File: config.mk
export PLATFORM = sky130hd
export DESIGN_NAME = cpu_clk_ctrl
export DESIGN_NICKNAME = d
export VERILOG_FILES = /design/src/rtl/cpu_clk_ctrl.sv
export SDC_FILE = /design/constraint.sdc
export NUM_CORES = 1
export LEC_CHECK = 0
export CAP_MARGIN = 20
export CORE_MARGIN = 1.5
export CORE_UTILIZATION = 28
export DETAILED_ROUTE_END_ITERATION = 6
export PLACE_DENSITY = 0.53
export SLEW_MARGIN = 15
export SYNTH_ARGS = -nofsm -noshare
export SYNTH_HDL_FRONTEND = slang
export SYNTH_SLANG_ARGS = --single-unit
File: constraint.sdc
create_clock -name i_clk -period 2.87 [get_ports i_clk]
set_input_delay 0.574 -clock i_clk [delete_from_list [all_inputs] [get_ports i_clk]]
set_output_delay 0.574 -clock i_clk [all_outputs]
set_load 0.02 [all_outputs]
File: src/rtl/cpu_clk_ctrl.sv
// CPU clock-enable controller: divides i_clk by a programmable N and gates the
// resulting one-cycle enable pulses for debugger run / halt / single-step.
module cpu_clk_ctrl #(
  parameter int DIV_W        = 8,
  parameter int DEFAULT_DIV  = 2,
  parameter bit RESET_HALTED = 1'b0
) (
  input  logic             i_clk,
  input  logic             i_rst,
  input  logic             i_div_valid,
  input  logic [DIV_W-1:0] i_div,
  output logic             o_div_ready,
  input  logic             i_halt_req,
  input  logic             i_step,
  output logic             o_halted,
  output logic             o_clk_en,
  output logic [31:0]      o_cycle_cnt
);

  localparam logic [DIV_W-1:0] RST_DIV = (DEFAULT_DIV == 0) ? DIV_W'(1) : DIV_W'(DEFAULT_DIV);

  typedef enum logic [1:0] {
    S_RUN     = 2'd0,
    S_HALTING = 2'd1,
    S_HALTED  = 2'd2,
    S_STEP    = 2'd3
  } state_t;

  state_t           state_q, state_d;
  logic [DIV_W-1:0] cnt_q, cnt_d;
  logic [DIV_W-1:0] div_q, div_d;
  logic [DIV_W-1:0] pend_div_q;
  logic             pend_vld_q, pend_vld_d;
  logic             cut_q, cut_d;
  logic [31:0]      cycle_cnt_q;
  logic             eop, accept, apply;

  function automatic logic [DIV_W-1:0] clamp_div(input logic [DIV_W-1:0] d);
    return (d == '0) ? DIV_W'(1) : d;
  endfunction

  assign eop    = (cnt_q == div_q - DIV_W'(1));
  assign accept = i_div_valid && !pend_vld_q;
  assign apply  = pend_vld_q && (eop || state_q == S_HALTED);

  assign o_clk_en    = eop && (state_q == S_RUN || state_q == S_STEP) && !cut_q;
  assign o_halted    = (state_q == S_HALTED);
  assign o_div_ready = !pend_vld_q;
  assign o_cycle_cnt = cycle_cnt_q;

  // cut_q marks a period whose pulse was revoked by a halt request; it stays
  // set even if the request is withdrawn, so that period ends silently.
  always_comb begin
    state_d    = state_q;
    cut_d      = cut_q;
    cnt_d      = eop ? '0 : cnt_q + DIV_W'(1);
    pend_vld_d = pend_vld_q;
    div_d      = div_q;
    case (state_q)
      S_RUN: begin
        if (i_halt_req) begin
          state_d = S_HALTING;
          cut_d   = 1'b1;
        end else if (eop) begin
          cut_d = 1'b0;
        end
      end
      S_HALTING: begin
        if (eop) begin
          state_d = S_HALTED;
          cut_d   = 1'b0;
        end else if (!i_halt_req) begin
          state_d = S_RUN;
        end
      end
      S_HALTED: begin
        cnt_d = '0;
        cut_d = 1'b0;
        if (i_step) begin
          state_d = S_STEP;
        end else if (!i_halt_req) begin
          state_d = S_RUN;
        end
      end
      S_STEP: begin
        if (eop) begin
          state_d = S_HALTED;
        end
      end
      default: state_d = S_RUN;
    endcase
    if (apply) begin
      div_d      = clamp_div(pend_div_q);
      cnt_d      = '0;
      pend_vld_d = 1'b0;
    end
    if (accept) begin
      pend_vld_d = 1'b1;
    end
  end

  always_ff @(posedge i_clk) begin
    if (i_rst) begin
      state_q    <= RESET_HALTED ? S_HALTED : S_RUN;
      cnt_q      <= '0;
      div_q      <= RST_DIV;
      pend_vld_q <= 1'b0;
      cut_q      <= 1'b0;
    end else begin
      state_q    <= state_d;
      cnt_q      <= cnt_d;
      div_q      <= div_d;
      pend_vld_q <= pend_vld_d;
      cut_q      <= cut_d;
    end
  end

  // Pending divisor value is data only; its valid flag above carries the reset.
  always_ff @(posedge i_clk) begin
    if (accept) begin
      pend_div_q <= i_div;
    end
  end

  always_ff @(posedge i_clk) begin
    if (i_rst) begin
      cycle_cnt_q <= '0;
    end else if (o_clk_en) begin
      cycle_cnt_q <= cycle_cnt_q + 32'd1;
    end
  end

endmodule

==> results.md, run 1 <==
* Final hold vios at 0
* Inst Count DP at 537
* Crit-path cells: inv_2 > ha_4 > or3b_4 > or4_4 > a2111oi_4 > o21ai_4 > nor3_4 > buf_6
* Largest net degree at the start of global routing at 18
* Area grow syn2layout at 47.0%
* Setup TNS Final at -0.719 ns
* Synth area leaders: dfxtp_1 (34%), edfxtp_1 (7.9%), a21oi_1 (4.9%)
* Routed via count at 2,801
* Initial Utilization at 0.292
* Die H at 107 um
* Status: finished with violations
* Port Buffers at 47
* Relative slew slack at 0.545
* Max-cap violation count at 0
* Tcrit/Tclk final at 1.05
* Leading area contributor after synthesis: dfxtp_1
* Syn_nets at 355
* Register-to-register setup slack at -0.10 ns
* Worst-path cell with the longest stage delay: or4_4
* Hold Crit Depth at 2
* Diode count at 0
* Final-layout fill cell count at 1,033
* Antenna-violating nets left at 0
* CTS H-tree lvls at 3
* Dpl hpwl at 5.34 mm
* Ys async rst share at 0
* Setup Crit Path Kind: reg -> out
* # nets final at 448
* Total die area at 0.0115 mm2
* CTS Buf Count at 9
* Final setup fails at 13
* Total wire length at 7.46 mm
* Yosys cell types at 53
* Layout cells sized above 1 at 0.264
* Pre-antenna DRT Iters at 4
* Min cycle time layout at 3.02 ns
* R2r worst-path depth at 10
* Setup repair after global routing missed its margin: yes
* Req. time, crit path at 2.30 ns
* Failing checks: negative setup slack
* FF-to-FF Start: div_q[0]
* Highest clock rate at 0.331 GHz
* First-pass GRT wire length at 12.1 mm
* CTS max path bufs at 2
* Synth top cells by count: dfxtp_1 (52), a21oi_1 (30), nor2_1 (28)
* Area of the multi-input gates at 0.00188 mm2
* Finished Cell Area at 0.00447 mm2
* TritonCTS clock tree: built
* Final std cells w/o fill at 568
* CP Launch Type: register
* Design Power at 3.08 mW
* Clk sinks at 60
* Crit path arrival time at 2.45 ns
* P_leak at 1.54 nW
* RD Place Congestion at 0.781
* CP Max Fanout at 2
* DP Worst Slack at -0.332 ns
* Vias in the first global route at 2,613
* Synth Register Bits at 60
* Sequential cell area at 0.00128 mm2
* DRC viols at 0
* Worst hold path class: reg -> reg
* Post-synthesis sequential area ratio at 0.421
* Mapped Cells at 334
* Core area at 0.0104 mm2
* Number of I/O pins at 48
* Clock transition at path regs at 0.06 ns
* Initial antenna violation count at 0
* Hold WS at 0.499 ns
* Placed Area at 0.00392 mm2
* Synth warn at 0
* GRT overflow at 0
* Root buf cell: clkbuf_8
* Hold path start: pend_div_q[7]
* Worst slew pin tran at 0.681 ns
* Post-route clock skew at 0.0135 ns
* Total Routing Usage GR at 0.133
* Max VDD drop at 309 uV
* Row cnt at 37
* PD cells at 689 mW/mm2
* Avg Vias per Cell at 4.93
* WL/cell at 13.1 um
* Top cell type's share of synthesized area at 0.342
* Worst Hold Endpoint: div_q[7]
* Final setup margin at -0.151 ns
* Die width at 107 um
* Clk Latency, worst-skew pair at 0.34 ns
* Post-synth EDFFs at 8
* Hold_buf cts at 0
* Worst Setup SP: div_q[0]
* Initial DRC Count at 86
* Crit. End Element: primary output
* Most numerous cell in the Yosys netlist: dfxtp_1
* Cell Area, Synth at 0.00304 mm2
* Synth Flop Type: dfxtp_1
* Avg Cell Area, Syn at 9.10 um2
* CP peak stage delay at 0.44 ns
* Max Slew Vio Count at 0
* Util after Layout at 0.429
* RR Endpoint: o_cycle_cnt[12]
[metal layers]
| metal | track usage | wire length [um] | part of all wire | up-vias |
|---|---|---|---|---|
| met2 | 0.232 | 3710 | 0.50 | 44 |
| met5 | 0 | 0 | 0 | - |
| met4 | 0.0429 | 93 | 0.012 | 0 |
| met3 | 0.0389 | 275 | 0.037 | 11 |
| li1 | - | - | - | 1428 |
| met1 | 0.155 | 3380 | 0.45 | 1318 |
[where the power goes]
part           internal (mW)  total [mW]  switching (mW)
Combinational          0.693        1.31           0.617
Sequential             0.934        1.01          0.0756
Clock                  0.439       0.757           0.318
Total                   2.07        3.08            1.01
[worst max-delay path: cells and delay by family (launching register included)]
family / cells / cell delay [ns]
and+or+nand+nor: 3 / 0.96
AOI/OAI and AO/OA: 2 / 0.52
DFF: 1 / 0.32
buffers and inverters: 2 / 0.20
adders and majority gates: 1 / 0.12
[layout make-up]
type / count / area share
Sequential cell: 60 / 0.287
Clock buffer: 16 / 0.0451
Inverter: 12 / 0.0101
Tap cell: 136 / 0.0381
Multi-Input combinational cell: 251 / 0.421
Timing Repair Buffer: 93 / 0.198
[registers in the layout (all words and copies together), names as in the netlist]
register	cells
cut_q	1
pend_div_q	8
cnt_q	8
div_q	8
pend_vld_q	1
o_cycle_cnt	32
state_q	2
[worst max-delay path by stage]
| stage | to | slack (ns) | cells past startpoint |
|---|---|---|---|
| 2_1_floorplan | o_clk_en | -0.17 | 7 |
| 3_3_place_gp | o_clk_en | -0.31 | 8 |
| 3_5_place_dp | o_clk_en | -0.33 | 8 |
| 4_1_cts | o_clk_en | -0.24 | 8 |
| 5_1_grt | o_clk_en | -0.25 | 8 |
| 6_report | o_clk_en | -0.15 | 8 |
[cell families (layout without fill, tap and decap cells)]
group / after synthesis / count (layout) / share of synthesized area
buffers and inverters: 23 / 121 / 0.0296
adder cells (fa/ha/maj): 8 / 8 / 0.0329
AND/OR/NAND/NOR: 133 / 133 / 0.244
AO/OA/AOI/OAI: 85 / 85 / 0.191
flip-flops: 60 / 60 / 0.421
multiplexers: 9 / 9 / 0.0309
XOR/XNOR: 16 / 16 / 0.0506
[repair_timing]
| item | in CTS | in global routing |
|---|---|---|
| setup endpoints to repair | 9 | 37 |
| hold endpoints to repair | 0 | 0 |
| setup buffers | 9 | 6 |
| pin swaps | 14 | 19 |
| resized for setup | 18 | 41 |
| cloned | 0 | 2 |
[layout by cell type (no fill, tap or decap), types with 10 or more instances in the layout]
cell             count
or3_1               12
nand2_1             16
nor2_1              27
nand3_1             17
o21ai_0             22
a21oi_2             13
a21oi_1             17
buf_6               11
inv_1               10
buf_4               32
clkbuf_8            12
dfxtp_1             50
clkdlybuf4s50_1     46
Power figures use the tool's default switching activity.
==> inputs of run 2 (changes only) <==
- GPL_TIMING_DRIVEN: default -> 0
- REMOVE_ABC_BUFFERS: default -> 1
==> run 2 against run 1 <==
Against the previous run:
- the flow still finishes with violations (negative setup slack)
- worst setup slack worse by 0.16 ns
- utilization is 4.3 points lower
- combinational power is 33% lower
==> results.md, run 2 (synthesized netlist as in run 1, its figures left out) <==
* Status: finished with violations
* Failing checks: negative setup slack
* Routed via count at 2,654
* Antenna-violating nets left at 0
* Avg Vias per Cell at 5.01
* Clock transition at path regs at 0.07 ns
* Seq pwr share at 0.366
* Total Routing Usage GR at 0.127
* Design Power at 2.85 mW
* Total wire length at 6.84 mm
* # nets final at 410
* R2r worst-path depth at 9
* Clk sinks at 60
* Tcrit/Tclk final at 1.11
* Die H at 107 um
* Crit path arrival time at 2.60 ns
* Area grow syn2layout at 32.3%
* Dpl hpwl at 4.76 mm
* Power Internal at 1.90 mW
* PD cells at 710 mW/mm2
* Relative slew slack at 0.480
* Vias in the first global route at 2,418
* Number of I/O pins at 48
* Max VDD drop at 366 uV
* Hold path start: o_cycle_cnt[12]
* Port Buffers at 47
* Pre-antenna DRT Iters at 4
* Die width at 107 um
* Core area at 0.0104 mm2
* RR Endpoint: o_cycle_cnt[18]
* Hold_buf cts at 0
* DRC viols at 0
* Combinational share of power at 0.308
* Req. time, crit path at 2.30 ns
* Setup Crit Path Kind: reg -> out
* FF-to-FF Start: div_q[1]
* Hold WS at 0.494 ns
* First-pass GRT wire length at 11.5 mm
* Final hold vios at 0
* Diode count at 0
* Max-cap violation count at 0
* Max Slew Vio Count at 0
* Most frequent cells in the layout: dfxtp_1 (50), clkdlybuf4s50_1 (45), a21oi_1 (30), nor2_1 (28), o21ai_0 (23)
* Root buf cell: clkbuf_8
* Placed Area at 0.00365 mm2
* Util after Layout at 0.386
* GRT overflow at 0
* Clk pwr share at 0.326
* CTS Buf Count at 9
* Min cycle time layout at 3.18 ns
* CP Max Fanout at 4
* Layout cells sized above 1 at 0.142
* Final std cells w/o fill at 530
* Inst Count DP at 507
* Final setup fails at 28
* Highest clock rate at 0.315 GHz
* Worst hold path class: reg -> reg
* CP Launch Type: register
* NetSw at 951 uW
* Final setup margin at -0.307 ns
* CTS max path bufs at 2
* CTS H-tree lvls at 3
* Crit. End Element: primary output
* Hold Crit Depth at 2
* Row cnt at 37
* P_leak at 1.34 nW
* Register-to-register setup slack at -0.25 ns
* TritonCTS clock tree: built
* Setup repair after global routing missed its margin: yes
* Worst slew pin tran at 0.774 ns
* WL/cell at 12.9 um
* Most common library cell in the layout ignoring fill and taps: dfxtp_1
* Total die area at 0.0115 mm2
* Largest net degree at the start of global routing at 37
* Post-route clock skew at 0.00801 ns
* Initial antenna violation count at 0
* Switching Share at 0.333
* Initial DRC Count at 86
* Worst Hold Endpoint: o_cycle_cnt[12]
* Clk Latency, worst-skew pair at 0.35 ns
* Initial Utilization at 0.292
* Finished Cell Area at 0.00402 mm2
* RD Place Congestion at 0.730
* Largest register FFs at 32
run 2: how the worst max path moves through the flow:
stage                   from              end  cells past startpoint
floorplan           div_q[0]         o_clk_en                      7
CTS                 div_q[0]         o_clk_en                      8
global placement    div_q[0]         o_clk_en                      8
finish              div_q[1]         o_clk_en                      8
detailed placement  div_q[0]         o_clk_en                      8
global route        div_q[0]  o_cycle_cnt[30]                     10
run 2: repair_timing:
action | 4_1_cts | 5_1_grt
buffers inserted | 7 | 0
endpoints found under the hold margin | 0 | 0
setup endpoints to repair | 53 | 29
resized for setup | 21 | 4
pin swaps | 5 | 3
run 2: per-layer routing:
metal  track usage  part of all wire  vias to the layer above
met5             0                 0                        -
li1              -                 -                     1349
met4        0.0629             0.020                        0
met3        0.0304             0.029                       11
met2         0.207              0.46                       41
met1         0.155              0.49                     1253
run 2: power by group through the flow:
| stage | Sequential [mW] | Combinational (mW) | Clock [mW] |
|---|---|---|---|
| global route | 1.06 | 0.971 | 0.992 |
| CTS | 1.04 | 0.851 | 0.960 |
| detailed placement | 1.05 | 0.712 | 0 |
| floorplan | 1.03 | 0.521 | 0 |
| finish | 1.04 | 0.880 | 0.931 |
| global placement | 1.05 | 0.700 | 0 |
run 2: stage by stage:
stage | worst slack, ns | setup TNS (ns)
2_1_floorplan | -0.608 | -7.14
3_3_place_gp | -1.30 | -25.77
3_5_place_dp | -1.36 | -26.03
4_1_cts | -0.370 | -2.57
5_1_grt | -0.415 | -7.78
6_report | -0.307 | -3.88
run 2: critical path, stage by stage (launching register included):
cell,delay (ns)
dfxtp_2,0.34
inv_2,0.07
ha_4,0.13
or3b_4,0.37
or4_4,0.43
a2111oi_4,0.46
o21ai_4,0.13
nor3_4,0.18
buf_6,0.15
run 2: final cells by class:
class                   instances  area, um2
multi-input cells             251       1740
repair buffers                 55        539
well taps                     136        170
clock inverters                 7        115
clock buffers                   9        124
inverters                      12       47.5
fillers                      1049       6390
flip-flops and latches         60       1290
